## src/rtl/pushbutton_event_vector_pkg.sv

```systemverilog
// Shared types and helpers for the pushbutton event vector.
// State encoding and parameter legality check.
package pushbutton_event_vector_pkg;

  typedef enum logic [1:0] {
    IDLE    = 2'd0,
    PRESSED = 2'd1,
    HELD    = 2'd2
  } pb_state_e;

  function automatic bit params_ok(
    input int hold,
    input int rpt,
    input int cw
  );
    int m;
    m = (hold > rpt) ? hold : rpt;
    return (hold >= 2) && (rpt >= 1) &&
           (cw >= 1) && (cw < 31) &&
           ((m - 1) < (1 << cw));
  endfunction

endpackage

```

## src/rtl/pushbutton_event.sv

```systemverilog
// Single-button FSM and counter.
// Emits registered press/release/long/repeat pulses.
module pushbutton_event
  import pushbutton_event_vector_pkg::*;
#(
  parameter int HOLD_LENGTH       = 50,
  parameter int REPEAT_LENGTH     = 10,
  parameter int COUNTER_BIT_WIDTH = 6
) (
  input  logic clk,
  input  logic reset_n,
  input  logic btn_n_i,
  output logic pressed_o,
  output logic press_o,
  output logic release_o,
  output logic long_o,
  output logic repeat_o
);

  localparam int CW = COUNTER_BIT_WIDTH;
  // Long fires HOLD_LENGTH edges after the press edge.
  localparam logic [CW-1:0] HOLD_TERM =
    CW'(HOLD_LENGTH - 1);
  localparam logic [CW-1:0] RPT_TERM =
    CW'(REPEAT_LENGTH - 1);

  pb_state_e     state_q, state_d;
  logic [CW-1:0] cnt_q, cnt_d;
  logic          pressed_q, pressed_d;
  logic          press_q, press_d;
  logic          rel_q, rel_d;
  logic          long_q, long_d;
  logic          rpt_q, rpt_d;

  always_comb begin
    state_d = state_q;
    cnt_d   = cnt_q;
    press_d = 1'b0;
    rel_d   = 1'b0;
    long_d  = 1'b0;
    rpt_d   = 1'b0;
    unique case (state_q)
      IDLE: begin
        if (!btn_n_i) begin
          state_d = PRESSED;
          cnt_d   = '0;
          press_d = 1'b1;
        end
      end
      PRESSED: begin
        if (btn_n_i) begin
          state_d = IDLE;
          rel_d   = 1'b1;
        end else if (cnt_q == HOLD_TERM) begin
          state_d = HELD;
          cnt_d   = '0;
          long_d  = 1'b1;
        end else begin
          cnt_d = cnt_q + 1'b1;
        end
      end
      HELD: begin
        if (btn_n_i) begin
          state_d = IDLE;
          rel_d   = 1'b1;
        end else if (cnt_q == RPT_TERM) begin
          cnt_d = '0;
          rpt_d = 1'b1;
        end else begin
          cnt_d = cnt_q + 1'b1;
        end
      end
      default: begin
        state_d = IDLE;
        cnt_d   = '0;
      end
    endcase
    pressed_d = (state_d != IDLE);
  end

  always_ff @(posedge clk or negedge reset_n) begin
    if (!reset_n) begin
      state_q   <= IDLE;
      cnt_q     <= '0;
      pressed_q <= 1'b0;
      press_q   <= 1'b0;
      rel_q     <= 1'b0;
      long_q    <= 1'b0;
      rpt_q     <= 1'b0;
    end else begin
      state_q   <= state_d;
      cnt_q     <= cnt_d;
      pressed_q <= pressed_d;
      press_q   <= press_d;
      rel_q     <= rel_d;
      long_q    <= long_d;
      rpt_q     <= rpt_d;
    end
  end

  assign pressed_o = pressed_q;
  assign press_o   = press_q;
  assign release_o = rel_q;
  assign long_o    = long_q;
  assign repeat_o  = rpt_q;

endmodule

```

## src/rtl/pushbutton_event_vector.sv

```systemverilog
// Vector of independent pushbutton event generators.
// One pushbutton_event instance per debounced input bit.
module pushbutton_event_vector
  import pushbutton_event_vector_pkg::*;
#(
  parameter int SIGNAL_BIT_WIDTH  = 8,
  parameter int HOLD_LENGTH       = 50,
  parameter int REPEAT_LENGTH     = 10,
  parameter int COUNTER_BIT_WIDTH = 6
) (
  input  logic                        clk,
  input  logic                        reset_n,
  input  logic [SIGNAL_BIT_WIDTH-1:0] signals_debounced_n,
  output logic [SIGNAL_BIT_WIDTH-1:0] pressed,
  output logic [SIGNAL_BIT_WIDTH-1:0] press_pulse,
  output logic [SIGNAL_BIT_WIDTH-1:0] release_pulse,
  output logic [SIGNAL_BIT_WIDTH-1:0] long_pulse,
  output logic [SIGNAL_BIT_WIDTH-1:0] repeat_pulse
);

  if (!params_ok(HOLD_LENGTH, REPEAT_LENGTH,
                 COUNTER_BIT_WIDTH)) begin : g_bad_params
    $error("pushbutton_event_vector: illegal parameters");
  end

  for (genvar i = 0; i < SIGNAL_BIT_WIDTH; i++) begin : g_btn
    pushbutton_event #(
      .HOLD_LENGTH      (HOLD_LENGTH),
      .REPEAT_LENGTH    (REPEAT_LENGTH),
      .COUNTER_BIT_WIDTH(COUNTER_BIT_WIDTH)
    ) u_btn (
      .clk      (clk),
      .reset_n  (reset_n),
      .btn_n_i  (signals_debounced_n[i]),
      .pressed_o(pressed[i]),
      .press_o  (press_pulse[i]),
      .release_o(release_pulse[i]),
      .long_o   (long_pulse[i]),
      .repeat_o (repeat_pulse[i])
    );
  end

endmodule

```

## config.mk

```make
export PLATFORM = sky130hd
export DESIGN_NAME = pushbutton_event_vector
export DESIGN_NICKNAME = d
export VERILOG_FILES = /design/src/rtl/pushbutton_event_vector_pkg.sv /design/src/rtl/pushbutton_event.sv /design/src/rtl/pushbutton_event_vector.sv
export SDC_FILE = /design/constraint.sdc
export NUM_CORES = 1
export LEC_CHECK = 0
export BUFFER_PORTS_ARGS = -buffer_cell sky130_fd_sc_hd__buf_2
export CAP_MARGIN = 20
export CORE_ASPECT_RATIO = 1.75
export CORE_MARGIN = 2
export CORE_UTILIZATION = 45
export CTS_CLUSTER_SIZE = 16
export DETAILED_ROUTE_END_ITERATION = 10
export GPL_TIMING_DRIVEN = 0
export SETUP_SLACK_MARGIN = 0.05
export SLEW_MARGIN = 25
export SYNTH_ARGS = -nofsm -noshare
export SYNTH_HDL_FRONTEND = slang
export SYNTH_HIERARCHICAL = 1
export SYNTH_SLANG_ARGS = --single-unit
```

## constraint.sdc

```tcl
create_clock -name clk -period 2.4 [get_ports clk]
set_clock_uncertainty 0.2 [all_clocks]
set_input_delay 0.48 -clock clk [delete_from_list [all_inputs] [get_ports clk]]
set_output_delay 0.48 -clock clk [all_outputs]
set_load 0.02 [all_outputs]
```

Yosys cells after proc, flatten, opt, wreduce, memory -nomap -nowiden
Cells that the tools add are included.

storage, ports and cells
  bits in registers = 104
  output and inout port bits = 40
  word-level logic and storage cells = 320
  input bits = 10

cells by class
  equality and inequality tests = 56
  reductions and logical operators = 32
  $add $sub $neg = 8
  muxes and demuxes = 168

operators with widths
  operator                                        count
  two-way mux 6 bit                               40
  one-hot mux 6 bit (3 select lines)              8
  two-way mux 1 bit                               80
  two-way mux 2 bit                               32
  adder 6 x 1 -> 6 bit (second input constant)    8
  == test 6 x 4 -> 1 bit (second input constant)  8
  == test 6 bit (second input constant)           8
  inequality test 2 bit (second input constant)   24
  one-hot mux 2 bit (3 select lines)              8
  AND reduction 3 bit                             8
  == test 2 x 1 -> 1 bit (second input constant)  8
  == test 2 bit (second input constant)           8
  zero test 2 bit                                 8
  nonzero test 2 bit                              8
  OR reduction 2 bit                              8

Logic depth before layout (Yosys ltp)
Gate-level depths: netlist of run 1.

  depth in word-level cells = 5
  gate-level depth with buffers = 7
  depth with buffers taken out = 6

By module
The synthesis of run 1 kept the hierarchy.

modules (own cells, without submodules)
  module                                 seq. area each (um2)  area each (um2)  cells an instance  instances
  pushbutton_event (g_btn[0].u_btn ...)  325.3                 815.8            74                 5
  pushbutton_event (g_btn[5].u_btn ...)  325.3                 750.7            73                 2
  pushbutton_event (g_btn[7].u_btn)      325.3                 783.3            75                 1

Worst setup path before layout of run 1
Ideal clock, no wire load.

  path type = register to register
  start point = register g_btn[7].u_btn.state_q[0]
  end point = register g_btn[7].u_btn.cnt_q[3]
  clock period less this slack = 1.806 ns
  path buffers = 1
  arrival time = 1.520 ns
  path slack = 0.594 ns
  stages on the path, launching flop included = 8
  setup time = 0.087 ns
  data required time = 2.113 ns
  cell sequence = dfrtp_1 -> inv_1 -> ha_1 -> o31a_1 -> buf_2 -> nor3_1 -> o211ai_1 -> o211ai_1

between the ends
  cells in the longest elaborated chain, start to end = 3
  elaborated cells on any way between the ends = 8
  classes of those cells = 5 x eq/ne; 1 x mux; 2 x reduce/logical

ends and longest elaborated chain
  item                                         line                    RTL
  start: declaration                           pushbutton_event.sv:27  pb_state_e state_q, state_d;
  start signal: assignment                     pushbutton_event.sv:91  state_q <= state_d;
  == test 2 bit, or another cell as far along  pushbutton_event.sv:42  unique case (state_q)
  inequality test 2 bit (no source line)       --
  AND reduction 3 bit (no source line)         --
  end signal: assignment                       pushbutton_event.sv:92  cnt_q <= cnt_d;
  end: declaration                             pushbutton_event.sv:28  logic [CW-1:0] cnt_q, cnt_d;

Several ways; a longest one is shown, not always the timed one.
A chain may end at the register's enable or synchronous reset.

Final worst setup path of run 1
  start point = register g_btn[2].u_btn.state_q[0]
  end point = register g_btn[2].u_btn.cnt_q[5]

between the ends
  cells in the longest elaborated chain, start to end = 3
  elaborated cells on any way between the ends = 8
  classes of those cells = 5 x eq/ne; 1 x mux; 2 x reduce/logical

ends and longest elaborated chain
  item                                         line
  start: declaration                           pushbutton_event.sv:27
  start signal: assignment                     pushbutton_event.sv:91
  == test 2 bit, or another cell as far along  pushbutton_event.sv:42
  inequality test 2 bit (no source line)       --
  AND reduction 3 bit (no source line)         --
  end signal: assignment                       pushbutton_event.sv:92
  end: declaration                             pushbutton_event.sv:28

Several ways; a longest one is shown, not always the timed one.

==> results of run 1 <==
-- Yosys cell counts, types with 7 or more instances --
| cell | count |
|---|---|
| o21ai_0 | 18 |
| nor4_1 | 9 |
| o21ai_1 | 16 |
| nor2b_1 | 8 |
| or2_2 | 8 |
| inv_1 | 55 |
| nor2_1 | 11 |
| o211ai_1 | 24 |
| o21ai_2 | 7 |
| a21oi_1 | 25 |
| o311ai_2 | 7 |
| nor3_1 | 27 |
| nand3_1 | 26 |
| and2_1 | 14 |
| dfrtp_1 | 104 |
| o31a_1 | 8 |
| nand2_1 | 62 |
| o31ai_2 | 7 |
| ha_1 | 48 |
-- final cells by class --
| cell class | instances | area (um2) | area share, % |
|---|---|---|---|
| Buffer | 16 | 186 | 2.61 |
| Timing Repair Buffer | 51 | 289 | 4.05 |
| Inverter | 55 | 206 | 2.89 |
| Multi-Input combinational cell | 416 | 3370 | 47.2 |
| Tap cell | 177 | 221 | 3.10 |
| Clock buffer | 10 | 229 | 3.21 |
| Clock inverter | 6 | 36.3 | 0.508 |
| Sequential cell | 104 | 2600 | 36.5 |
-- worst max-delay path, cell delays in order (launching register included) --
cell	delay [ns]
dfrtp_1	0.44
inv_1	0.10
ha_1	0.27
o31a_1	0.35
nor4_1	0.37
o211ai_1	0.19
o211ai_2	0.08
-- layer usage --
metal | up-vias | share of wire [%] | track usage (%) | wire, um
li1 | 2250 | - | - | -
met1 | 2260 | 40 | 19.7 | 4820
met2 | 56 | 56 | 32.3 | 6800
met3 | 15 | 2.1 | 2.38 | 255
met4 | 0 | 1.5 | 5.40 | 179
met5 | - | 0 | 0 | 0
-- cells in the final DEF, fill, tap and decap left out, types with 9 or more instances in the layout --
cell	n
o211ai_1	24
dfrtp_1	104
o21ai_1	16
buf_2	54
nand2_1	62
inv_1	55
a21oi_1	25
nand3_1	26
nor4_1	9
nor2_1	11
clkbuf_16	9
o21ai_0	18
and2_1	14
ha_1	48
nor3_1	27
-- registers in the layout (all words and copies together) (netlist names) --
name	cells
g_btn.u_btn/cnt_q	48
g_btn.u_btn/long_o	8
g_btn.u_btn/press_o	8
g_btn.u_btn/pressed_o	8
g_btn.u_btn/release_o	8
g_btn.u_btn/repeat_o	8
g_btn.u_btn/state_q	16
-- cells by family (layout without fill, tap and decap cells) --
kind of cell / count (synthesis) / in the layout / share of synthesized area (%)
flip-flops: 104 / 104 / 40.9
adder cells (fa/ha/maj): 49 / 49 / 9.60
AO/OA/AOI/OAI: 168 / 168 / 24.4
multiplexers: 2 / 2 / 0.315
buffers and inverters: 71 / 138 / 6.17
AND/OR/NAND/NOR: 197 / 197 / 18.6
-- power groups by stage --
| stage | registers (uW) | logic [uW] | clock network (uW) |
|---|---|---|---|
| detailed placement | 2350 | 2470 | 0 |
| CTS | 2310 | 2480 | 1400 |
| floorplan | 2490 | 1720 | 0 |
| finish | 2310 | 2440 | 1340 |
| global route | 2360 | 2720 | 1470 |
| global placement | 2330 | 2390 | 0 |
-- how the worst min path moves through the flow --
stage,from,to,slack [ns],cells past startpoint
after global placement,g_btn[7].u_btn/cnt_q[1]$_DFFE_PN0P_,g_btn[7].u_btn/cnt_q[1]$_DFFE_PN0P_,0.32,2
after CTS,signals_debounced_n[7],g_btn[7].u_btn/press_o$_DFF_PN0_,0.16,2
after global routing,signals_debounced_n[7],g_btn[7].u_btn/press_o$_DFF_PN0_,0.16,2
after floorplan,reset_n,g_btn[0].u_btn/cnt_q[0]$_DFFE_PN0P_,-0.02,0
after detailed placement,reset_n,g_btn[6].u_btn/cnt_q[1]$_DFFE_PN0P_,0.21,1
final,signals_debounced_n[3],g_btn[3].u_btn/repeat_o$_DFF_PN0_,0.18,2
-- per-stage QoR --
stage | cell area (um2) | TNS, ns | util (%) | std cells | total power [uW]
2_1_floorplan | 6360 | 0 | - | 591 | 4200
3_3_place_gp | 6830 | -55.41 | 49.4 | 817 | 4720
3_5_place_dp | 6860 | 0 | 49.6 | 818 | 4820
4_1_cts | 7140 | 0 | 51.6 | 835 | 6190
5_1_grt | 7140 | 0 | 51.6 | 835 | 6560
6_report | 7140 | 0 | 51.6 | 835 | 6090
-- repair_timing --
action	in CTS	in global routing
hold endpoints to repair	36	0
hold buffers	1	0
buffers inserted	0	0
resized for setup	0	0
setup endpoints to repair	0	0
==> impl_results.md, run 1 <==
* Status: finished clean
* Yosys warnings at 6
* Power per Cell Area at 854 nW/um2
* Leak pwr at 0.00331 uW
* Drt wl/cell at 14.4 um
* CTS root buffer: clkbuf_16
* Post-Route WL at 12100 um
* Tcrit/Tclk final at 86.3%
* Clock latency on the worst-skew pair at 0.34 ns
* Slew HR at 72.8%
* DP Worst Slack at 0.364 ns
* Number of buffers inserted during clock tree synthesis at 9
* Worst min path class: primary input to flip-flop
* Post-synthesis register bit count at 104
* Switching Share at 39.1%
* DR iter-0 viols at 138
* Comb pwr share at 40.1%
* Hpwl dp at 9080 um
* CP startpoint: g_btn[2].u_btn/state_q[0]$_DFF_PN0_
* Peak supply drop at 0.427 mV
* Reg2Reg Capture Point: g_btn[2].u_btn/cnt_q[5]$_DFFE_PN0P_
* Setup slack, reg-to-reg at 0.33 ns
* Worst Setup Start Kind: flip-flop
* Diode count at 0
* Initial core utilization at 46.0%
* Global-route wire length before repair at 21600 um
* Drc violations at 0
* Number of enable flip-flop cells after synthesis at 0
* Vias/cell at 5.49
* Top-area cell type share of the netlist area at 40.9%
* Bufs on Longest Clock Path at 2
* Worst-Margin Slew at 0.404 ns
* Final hold vios at 0
* Vias at 4581
* Internal power consumption at 3710 uW
* Final worst-path setup slack at 0.329 ns
* Endpoint class of the critical path: flip-flop
* Die Area at 15100 um2
* Critical Path End: g_btn[2].u_btn/cnt_q[5]$_DFFE_PN0P_
* Largest net degree at the start of global routing at 69
* Fill count at 1309
* Core area at 13800 um2
* Max Clock Freq at 0.483 GHz
* Ratio of cells with drive above 1 in the final layout at 24.8%
* Syn nets at 649
* Psw at 2380 uW
* CTS tree: done
* Total track usage at 17.2%
* Boundary pin count at 50
* Fin Hold WS at 0.178 ns
* Initial antenna violation count at 0
* Slew Viols, Final at 0
* Seq pwr share at 38.0%
* Clock transition at the registers of the reported paths at 0.07 ns
* RSZ-0062 raised after global routing: no
* Synth area leaders: dfrtp_1 (41%), ha_1 (9.4%), nand2_1 (3.7%)
* Worst-path fanout max at 4
* Antenna Nets Post-Route at 0
* H-tree depth at 3
* Post-synth ARST share at 100%
* Clock power share at 21.9%
* CP arrival at 2.14 ns
* DIE HEIGHT at 161 um
* Global placement routability congestion at 0.822
* Area delta synth->final at 12.2%
* CTS sink cnt at 104
* CP Class: flip-flop to flip-flop
* Gate count of the mapped netlist at 591
* RR Startpoint: g_btn[2].u_btn/state_q[0]$_DFF_PN0_
* Required time of the critical path at 2.47 ns
* Leading area contributor after synthesis: dfrtp_1
* Max Cap Violations at 0
* Post-synth design cell area at 6360 um2
* Sequential area share after synthesis at 40.9%
* Final min period at 2.07 ns
* Reg2Reg Depth at 6
* Distinct cell type count after synthesis at 53
* First-pass DRT Iterations at 5
* Congestion Overflow GR at 0
* Port bufs at 49
* Die W at 93.9 um
* Final nets at 711
* Rows at 57
* Mean Syn Cell Area at 10.8 um2
* Final setup fails at 0
* Top_reg_cell synth: dfrtp_1
* Number of global-route vias before repair at 4664
Power figures use the tool's default switching activity.
==> run 2, diff against run 1 <==
==> constraint.sdc (replaced) <==
create_clock -name clk -period 2 [get_ports clk]
set_clock_uncertainty 0.2 [all_clocks]
set_input_delay 0.4 -clock clk [delete_from_list [all_inputs] [get_ports clk]]
set_output_delay 0.4 -clock clk [all_outputs]
set_load 0.02 [all_outputs]
==> run 2 against run 1 <==
Compared with the run above:
- design area is 5.0% higher
- total power is 26% higher
- cell count is 1.9% higher
- fmax is 10% higher
- utilization is 2.6 points higher
- non-clock buffer count is 16 higher
- sequential power is 19% higher
- highest routed layer unchanged
- sequential share of layout area is 1.6 points lower
- register-to-register slack worse by 0.21 ns
- setup slack worse by 0.21 ns
==> impl_results.md, run 2 (same netlist as run 1, synthesis figures left out) <==
* Status: finished clean
* RSZ-0062 raised after global routing: yes
* DR WL met2 at 6950 um (+2.2%)
* Fin Hold WS at 0.0983 ns (-0.0794 ns)
* DR iter-0 viols at 161 (+17%)
* Placed Area at 6860 um2 (unchanged)
* Global-route wire length before repair at 21700 um (+0.51%)
* Finished Cell Area at 7500 um2 (+5.0%)
* CTS root buffer: clkbuf_16
* Final setup fails at 0 (unchanged)
* Port bufs at 49 (unchanged)
* Top Metal Used: met4
* Slew HR at 75.5% (+2.7 points)
* CTS sink cnt at 104 (unchanged)
* Worst-path fanout max at 10 (+6)
* Reg2Reg Depth at 7 (+1)
* Number of global-route vias before repair at 4721 (+1.2%)
* Initial antenna violation count at 0 (unchanged)
* Antenna Nets Post-Route at 0 (unchanged)
* Worst min path class: primary input to flip-flop
* Max Cap Violations at 0 (unchanged)
* Rows at 57 (unchanged)
* Vias at 4679 (+2.1%)
* Worst-Margin Slew at 0.367 ns (-0.0372 ns)
* CTS tree: done
* Comb pwr share at 43.5% (+3.4 points)
* Die W at 93.9 um (unchanged)
* First-pass DRT Iterations at 5 (unchanged)
* Post-Route WL at 12400 um (+2.8%)
* Biggest regs: g_btn.u_btn/cnt_q (48), g_btn.u_btn/state_q (16)
* Congestion Overflow GR at 0 (unchanged)
* Met1 wire length at 4930 um (+2.5%)
* Ratio of cells with drive above 1 in the final layout at 33.8% (+9.1 points)
* Drt wl/cell at 14.6 um (+0.89%)
* Final min period at 1.88 ns (-0.191 ns)
* Drc violations at 0 (unchanged)
* Required time of the critical path at 2.05 ns (-0.42 ns)
* CP Cell Sequence: buf_4, ha_4, o31a_1, buf_4, nor3_2, o211ai_1, o211ai_1
* Power per Cell Area at 1030 nW/um2 (+20%)
* Fill count at 1267 (-3.2%)
* CP Class: flip-flop to flip-flop
* Largest net degree at the start of global routing at 69 (unchanged)
* Most frequent cells in the layout: dfrtp_1 (97), nand2_1 (62), buf_2 (51), inv_1 (46), ha_1 (27)
* Global placement routability congestion at 0.822 (unchanged)
* Diode count at 0 (unchanged)
* Commonest non-fill, non-tap cell in the layout: dfrtp_1
* Delay of the slowest critical-path stage at 0.39 ns (-0.05 ns)
* Clock power share at 20.8% (-1.1 points)
* Total power draw at 7700 uW (+26%)
* Clock transition at the registers of the reported paths at 0.07 ns (about the same)
* Final hold vios at 0 (unchanged)
* Switching Share at 38.7% (-0.33 points)
* Placed cell count at 818 (unchanged)
* Slowest CP cell: dfrtp_1
* Tcrit/Tclk final at 94.0% (+7.7 points)
* DIE HEIGHT at 161 um (unchanged)
* Leak pwr at 0.00338 uW (+2.3%)
* Initial core utilization at 46.0% (unchanged)
* RR Startpoint: g_btn[7].u_btn/state_q[1]$_DFF_PN0_
* Area delta synth->final at 17.8%
* Final nets at 727 (+2.3%)
* Largest register FFs at 48 (unchanged)
* Peak supply drop at 0.519 mV (+21%)
* Psw at 2980 uW (+25%)
* Internal power consumption at 4720 uW (+27%)
* Hold path startpoint: signals_debounced_n[3]
* CP arrival at 1.93 ns (-0.21 ns)
* Die Area at 15100 um2 (unchanged)
* Core area at 13800 um2 (unchanged)
* Largest register by flop count: g_btn.u_btn/cnt_q
* Post-Layout Cell Count at 851 (+1.9%)
* H-tree depth at 3 (unchanged)
* WL met3 at 280 um (+9.8%)
* Endpoint class of the critical path: flip-flop
* Bufs on Longest Clock Path at 2 (unchanged)
* Slew Viols, Final at 0 (unchanged)
* CP startpoint: g_btn[7].u_btn/state_q[1]$_DFF_PN0_
* Clock latency on the worst-skew pair at 0.34 ns (about the same)
* Boundary pin count at 50 (unchanged)
* Min-Delay Path Depth at 2 (unchanged)
* Post-Route Utilization at 54.2% (+2.6 points)
* Number of buffers inserted during clock tree synthesis at 9 (unchanged)
* Max Clock Freq at 0.532 GHz (+10%)
* Hpwl dp at 9080 um (unchanged)
* Worst Setup Start Kind: flip-flop
* Vias/cell at 5.50 (+0.22%)
* Total track usage at 17.3% (+0.087 points)
* Seq pwr share at 35.7% (-2.3 points)
run 2: cell types whose count changed in the layout (fill, tap and decap cells not counted), sizes merged:
| cell | before | now |
|---|---|---|
| buf | 66 | 82 |
run 2: worst paths after layout:
check | end | slack (ns)
max | g_btn[7].u_btn/cnt_q[3]$_DFFE_PN0P_ | 0.12
min | g_btn[3].u_btn/repeat_o$_DFF_PN0_ | 0.1
max reg2reg | g_btn[7].u_btn/cnt_q[3]$_DFFE_PN0P_ | 0.12
min reg2reg | g_btn[5].u_btn/cnt_q[1]$_DFFE_PN0P_ | 0.34
max in group asynchronous | g_btn[0].u_btn/state_q[1]$_DFF_PN0_ | 0.59
min in group asynchronous | g_btn[6].u_btn/cnt_q[1]$_DFFE_PN0P_ | 0.32
run 2: cell type report:
cell class | instances | area, um2 | area share [%]
timing repair buffer | 67 | 409 | 5.46
sequential | 104 | 2610 | 34.8
clock inverter | 6 | 36.3 | 0.484
multi-input combinational | 416 | 3590 | 47.9
inverter | 55 | 206 | 2.75
buffer | 16 | 194 | 2.59
clock buffer | 10 | 229 | 3.05
tap | 177 | 221 | 2.95
run 2: power by group through the flow:
stage,combinational [uW],sequential [uW],clock [uW]
CTS,3110,2750,1670
detailed placement,2960,2820,0
finish,3350,2750,1600
floorplan,2060,2980,0
global route,3690,2800,1770
global placement,2870,2800,0
run 2: per-layer routing:
| metal | vias to the layer above | GRT usage, % |
|---|---|---|
| met5 | - | 0 |
| met4 | 0 | 5.86 |
| met3 | 18 | 2.43 |
| met2 | 73 | 32.4 |
| met1 | 2311 | 19.7 |
| li1 | 2277 | - |
run 2: timing repair:
action / CTS / global route
hold buffers: 1 / 0
gates resized for setup: 6 / 61
pin swaps: 0 / 9
setup endpoints to repair: 19 / 39
endpoints found under the hold margin: 36 / 0
gates cloned: 0 / 0
buffers inserted: 7 / 9
run 2: worst max-delay path: cells and delay by family, from the launching register on:
family / cells / cell delay, ns
AO/OA/AOI/OAI: 3 / 0.54
AND/OR/NAND/NOR: 1 / 0.15
buffers and inverters: 2 / 0.33
flip-flops: 1 / 0.39
adder cells (fa/ha/maj): 1 / 0.18
run 2: per-stage QoR:
step | setup slack (ns) | setup TNS (ns)
global placement | -0.863 | -88.69
detailed placement | -0.0357 | -0.0357
floorplan | 0.194 | 0
finish | 0.120 | 0
CTS | 0.0502 | 0
global route | 0.0147 | 0
==> run 3, diff against run 2 <==
--- a/config.mk
+++ b/config.mk
@@ -9,7 +9,7 @@
 export CAP_MARGIN = 20
 export CORE_ASPECT_RATIO = 1.75
 export CORE_MARGIN = 2
-export CORE_UTILIZATION = 45
+export CORE_UTILIZATION = 35
 export CTS_CLUSTER_SIZE = 16
 export DETAILED_ROUTE_END_ITERATION = 10
 export GPL_TIMING_DRIVEN = 0
==> run 3 against run 2 <==
Compared with the run above:
- sequential share of layout area fell by 0.82 points
- fmax rose by 0.19%
- critical endpoint is now g_btn[2].u_btn/cnt_q[0]$_DFFE_PN0P_
- register-to-register slack barely moved
- critical path depth fell by 1
- die area grew 28%
- global-route usage down 3.8 points
- total power is 2.9% higher
- first-iteration DRC count is 34% lower
- flip-flop and latch count stayed put
- cell count increased by 7.5%
==> impl_results.md, run 3 (same netlist as run 1, synthesis figures left out) <==
* Largest net degree at the start of global routing at 54 (-22%)
* Clock transition at the registers of the reported paths at 0.07 ns (about the same)
* Drc violations at 0 (unchanged)
* Number of global-route vias before repair at 4839 (+2.5%)
* Post-Route WL at 12900 um (+3.9%)
* Largest register FFs at 48 (unchanged)
* Finished Cell Area at 7670 um2 (+2.3%)
* Status: finished clean
* Power per Cell Area at 1030 nW/um2 (+0.66%)
* Max Cap Violations at 0 (unchanged)
* Rows at 65 (+14%)
* Worst-path fanout max at 4 (-6)
* CP arrival at 1.95 ns (+0.02 ns)
* Vias at 4683 (+0.085%)
* Reg2Reg Capture Point: g_btn[2].u_btn/cnt_q[0]$_DFFE_PN0P_
* Fill count at 1737 (+37%)
* Core area at 17900 um2 (+29%)
* Initial core utilization at 35.6% (-10 points)
* Slowest CP cell: dfrtp_2
* CP Cell Sequence: inv_1, ha_2, o31a_1, buf_4, or2_2, o21ai_1
* RSZ-0062 raised after global routing: yes
* Min-Delay Path Depth at 2 (unchanged)
* Placed Area at 6940 um2 (+1.0%)
* Die W at 106 um (+13%)
* H-tree depth at 3 (unchanged)
* Ratio of cells with drive above 1 in the final layout at 34.8% (+0.97 points)
* Congestion Overflow GR at 0 (unchanged)
* Leak pwr at 0.00344 uW (+1.8%)
* RR Startpoint: g_btn[2].u_btn/state_q[0]$_DFF_PN0_
* DIE HEIGHT at 182 um (+13%)
* Global-route wire length before repair at 21800 um (+0.19%)
* Delay of the slowest critical-path stage at 0.43 ns (+0.04 ns)
* Antenna Nets Post-Route at 0 (unchanged)
* CTS tree: done
* Hold EP: g_btn[2].u_btn/repeat_o$_DFF_PN0_
* Hold path startpoint: signals_debounced_n[2]
* Slew Viols, Final at 0 (unchanged)
* FF/Latch Area at 2610 um2 (-0.14%)
* DR iter-0 viols at 107 (-34%)
* Initial antenna violation count at 0 (unchanged)
* Diode count at 0 (unchanged)
* Worst Setup Start Kind: flip-flop
* First-pass DRT Iterations at 5 (unchanged)
* Hpwl dp at 9280 um (+2.2%)
* Global placement routability congestion at 0.822 (about the same)
* CP Class: flip-flop to flip-flop
* Final nets at 734 (+0.96%)
* Drt wl/cell at 14.1 um (-3.4%)
* Bufs on Longest Clock Path at 2 (unchanged)
* Total track usage at 13.5% (-3.8 points)
* Area delta synth->final at 20.5%
* Peak supply drop at 0.519 mV (about the same)
* Worst-Margin Slew at 0.507 ns (+0.140 ns)
* CTS sink cnt at 104 (unchanged)
* Boundary pin count at 50 (unchanged)
* Most frequent cells in the layout: dfrtp_1 (100), nand2_1 (62), buf_2 (51), inv_1 (45)
* Final hold vios at 0 (unchanged)
* Final min period at 1.88 ns (-0.00354 ns)
* Max Clock Freq at 0.533 GHz (+0.19%)
* Port bufs at 49 (unchanged)
* Final setup fails at 0 (unchanged)
* CTS root buffer: clkbuf_16
* Vias/cell at 5.12 (-6.9%)
* Die Area at 19300 um2 (+28%)
* Largest register by flop count: g_btn.u_btn/cnt_q
* Post-Route Utilization at 42.9% (-11 points)
* Number of buffers inserted during clock tree synthesis at 9 (unchanged)
* Setup slack, reg-to-reg at 0.12 ns (about the same)
* Reg2Reg Depth at 6 (-1)
* Worst min path class: primary input to flip-flop
* Endpoint class of the critical path: flip-flop
* Slew HR at 66.2% (-9.3 points)
* Biggest regs: g_btn.u_btn/cnt_q (48), g_btn.u_btn/state_q (16)
* Required time of the critical path at 2.07 ns (+0.02 ns)
* Tcrit/Tclk final at 93.8% (-0.18 points)
* Commonest non-fill, non-tap cell in the layout: dfrtp_1
* Multi-input logic area at 3600 um2 (+0.38%)
* Clock latency on the worst-skew pair at 0.34 ns (about the same)
run 3: layer usage:
| layer | share of wire, % | wire length, um | global-route usage [%] | vias to the layer above |
|---|---|---|---|---|
| met3 | 2.2 | 288 | 2.07 | 11 |
| li1 | - | - | - | 2302 |
| met5 | 0 | 0 | 0 | - |
| met2 | 57 | 7380 | 26.7 | 60 |
| met4 | 1.4 | 177 | 4.58 | 0 |
| met1 | 39 | 5030 | 14.0 | 2310 |
run 3: critical path: cells and delay by family, from the launching register on:
kind,cells,cell delay [ns]
AO/OA/AOI/OAI,2,0.43
buffers and inverters,2,0.25
AND/OR/NAND/NOR,1,0.26
adder cells (fa/ha/maj),1,0.23
flip-flops,1,0.43
run 3: cell type report:
type | instances | share of cell area, %
multi-input cells | 416 | 47.0
flip-flops and latches | 104 | 34.0
repair buffers | 74 | 6.02
well taps | 234 | 3.82
clock buffers | 10 | 3.12
inverters | 55 | 2.69
plain buffers | 16 | 2.68
clock inverters | 6 | 0.669
run 3: worst max-delay path by stage:
stage	from	end	depth (start not counted)	slack [ns]
after floorplan	g_btn[7].u_btn/state_q[0]$_DFF_PN0_	g_btn[7].u_btn/cnt_q[3]$_DFFE_PN0P_	7	0.19
after detailed placement	g_btn[7].u_btn/state_q[0]$_DFF_PN0_	g_btn[7].u_btn/cnt_q[3]$_DFFE_PN0P_	7	0.009
after global placement	reset_n	g_btn[7].u_btn/repeat_o$_DFF_PN0_	1	-0.92
after CTS	g_btn[0].u_btn/state_q[1]$_DFF_PN0_	g_btn[0].u_btn/cnt_q[5]$_DFFE_PN0P_	6	0.03
after global routing	g_btn[7].u_btn/state_q[0]$_DFF_PN0_	g_btn[7].u_btn/cnt_q[2]$_DFFE_PN0P_	7	0.03
final	g_btn[2].u_btn/state_q[0]$_DFF_PN0_	g_btn[2].u_btn/cnt_q[0]$_DFFE_PN0P_	6	0.12
run 3: timing repair:
action | 4_1_cts | 5_1_grt
cloned | 0 | 0
pin swaps | 0 | 15
setup buffers | 9 | 14
hold buffers | 1 | 0
hold endpoints to repair | 51 | 0
setup endpoints to repair | 15 | 39
resized for setup | 6 | 64
run 3: per-stage QoR:
step                hold slack [ns]  power (uW)  instances  setup TNS [ns]  worst slack, ns
finish                       0.0984        7930        915               0            0.123
global route                 0.0907        8440        915               0           0.0278
CTS                          0.0732        7670        901               0           0.0299
detailed placement            0.194        5780        875               0          0.00865
global placement              0.321        5670        874          -94.38           -0.922
floorplan                   -0.0956        5050        591               0            0.194
run 3: power breakdown:
part           total [uW]  internal (uW)  switching (uW)
Clock                1710            899             812
Sequential           2760           2470             295
Combinational        3460           1500            1950
Total                7930           4870            3060
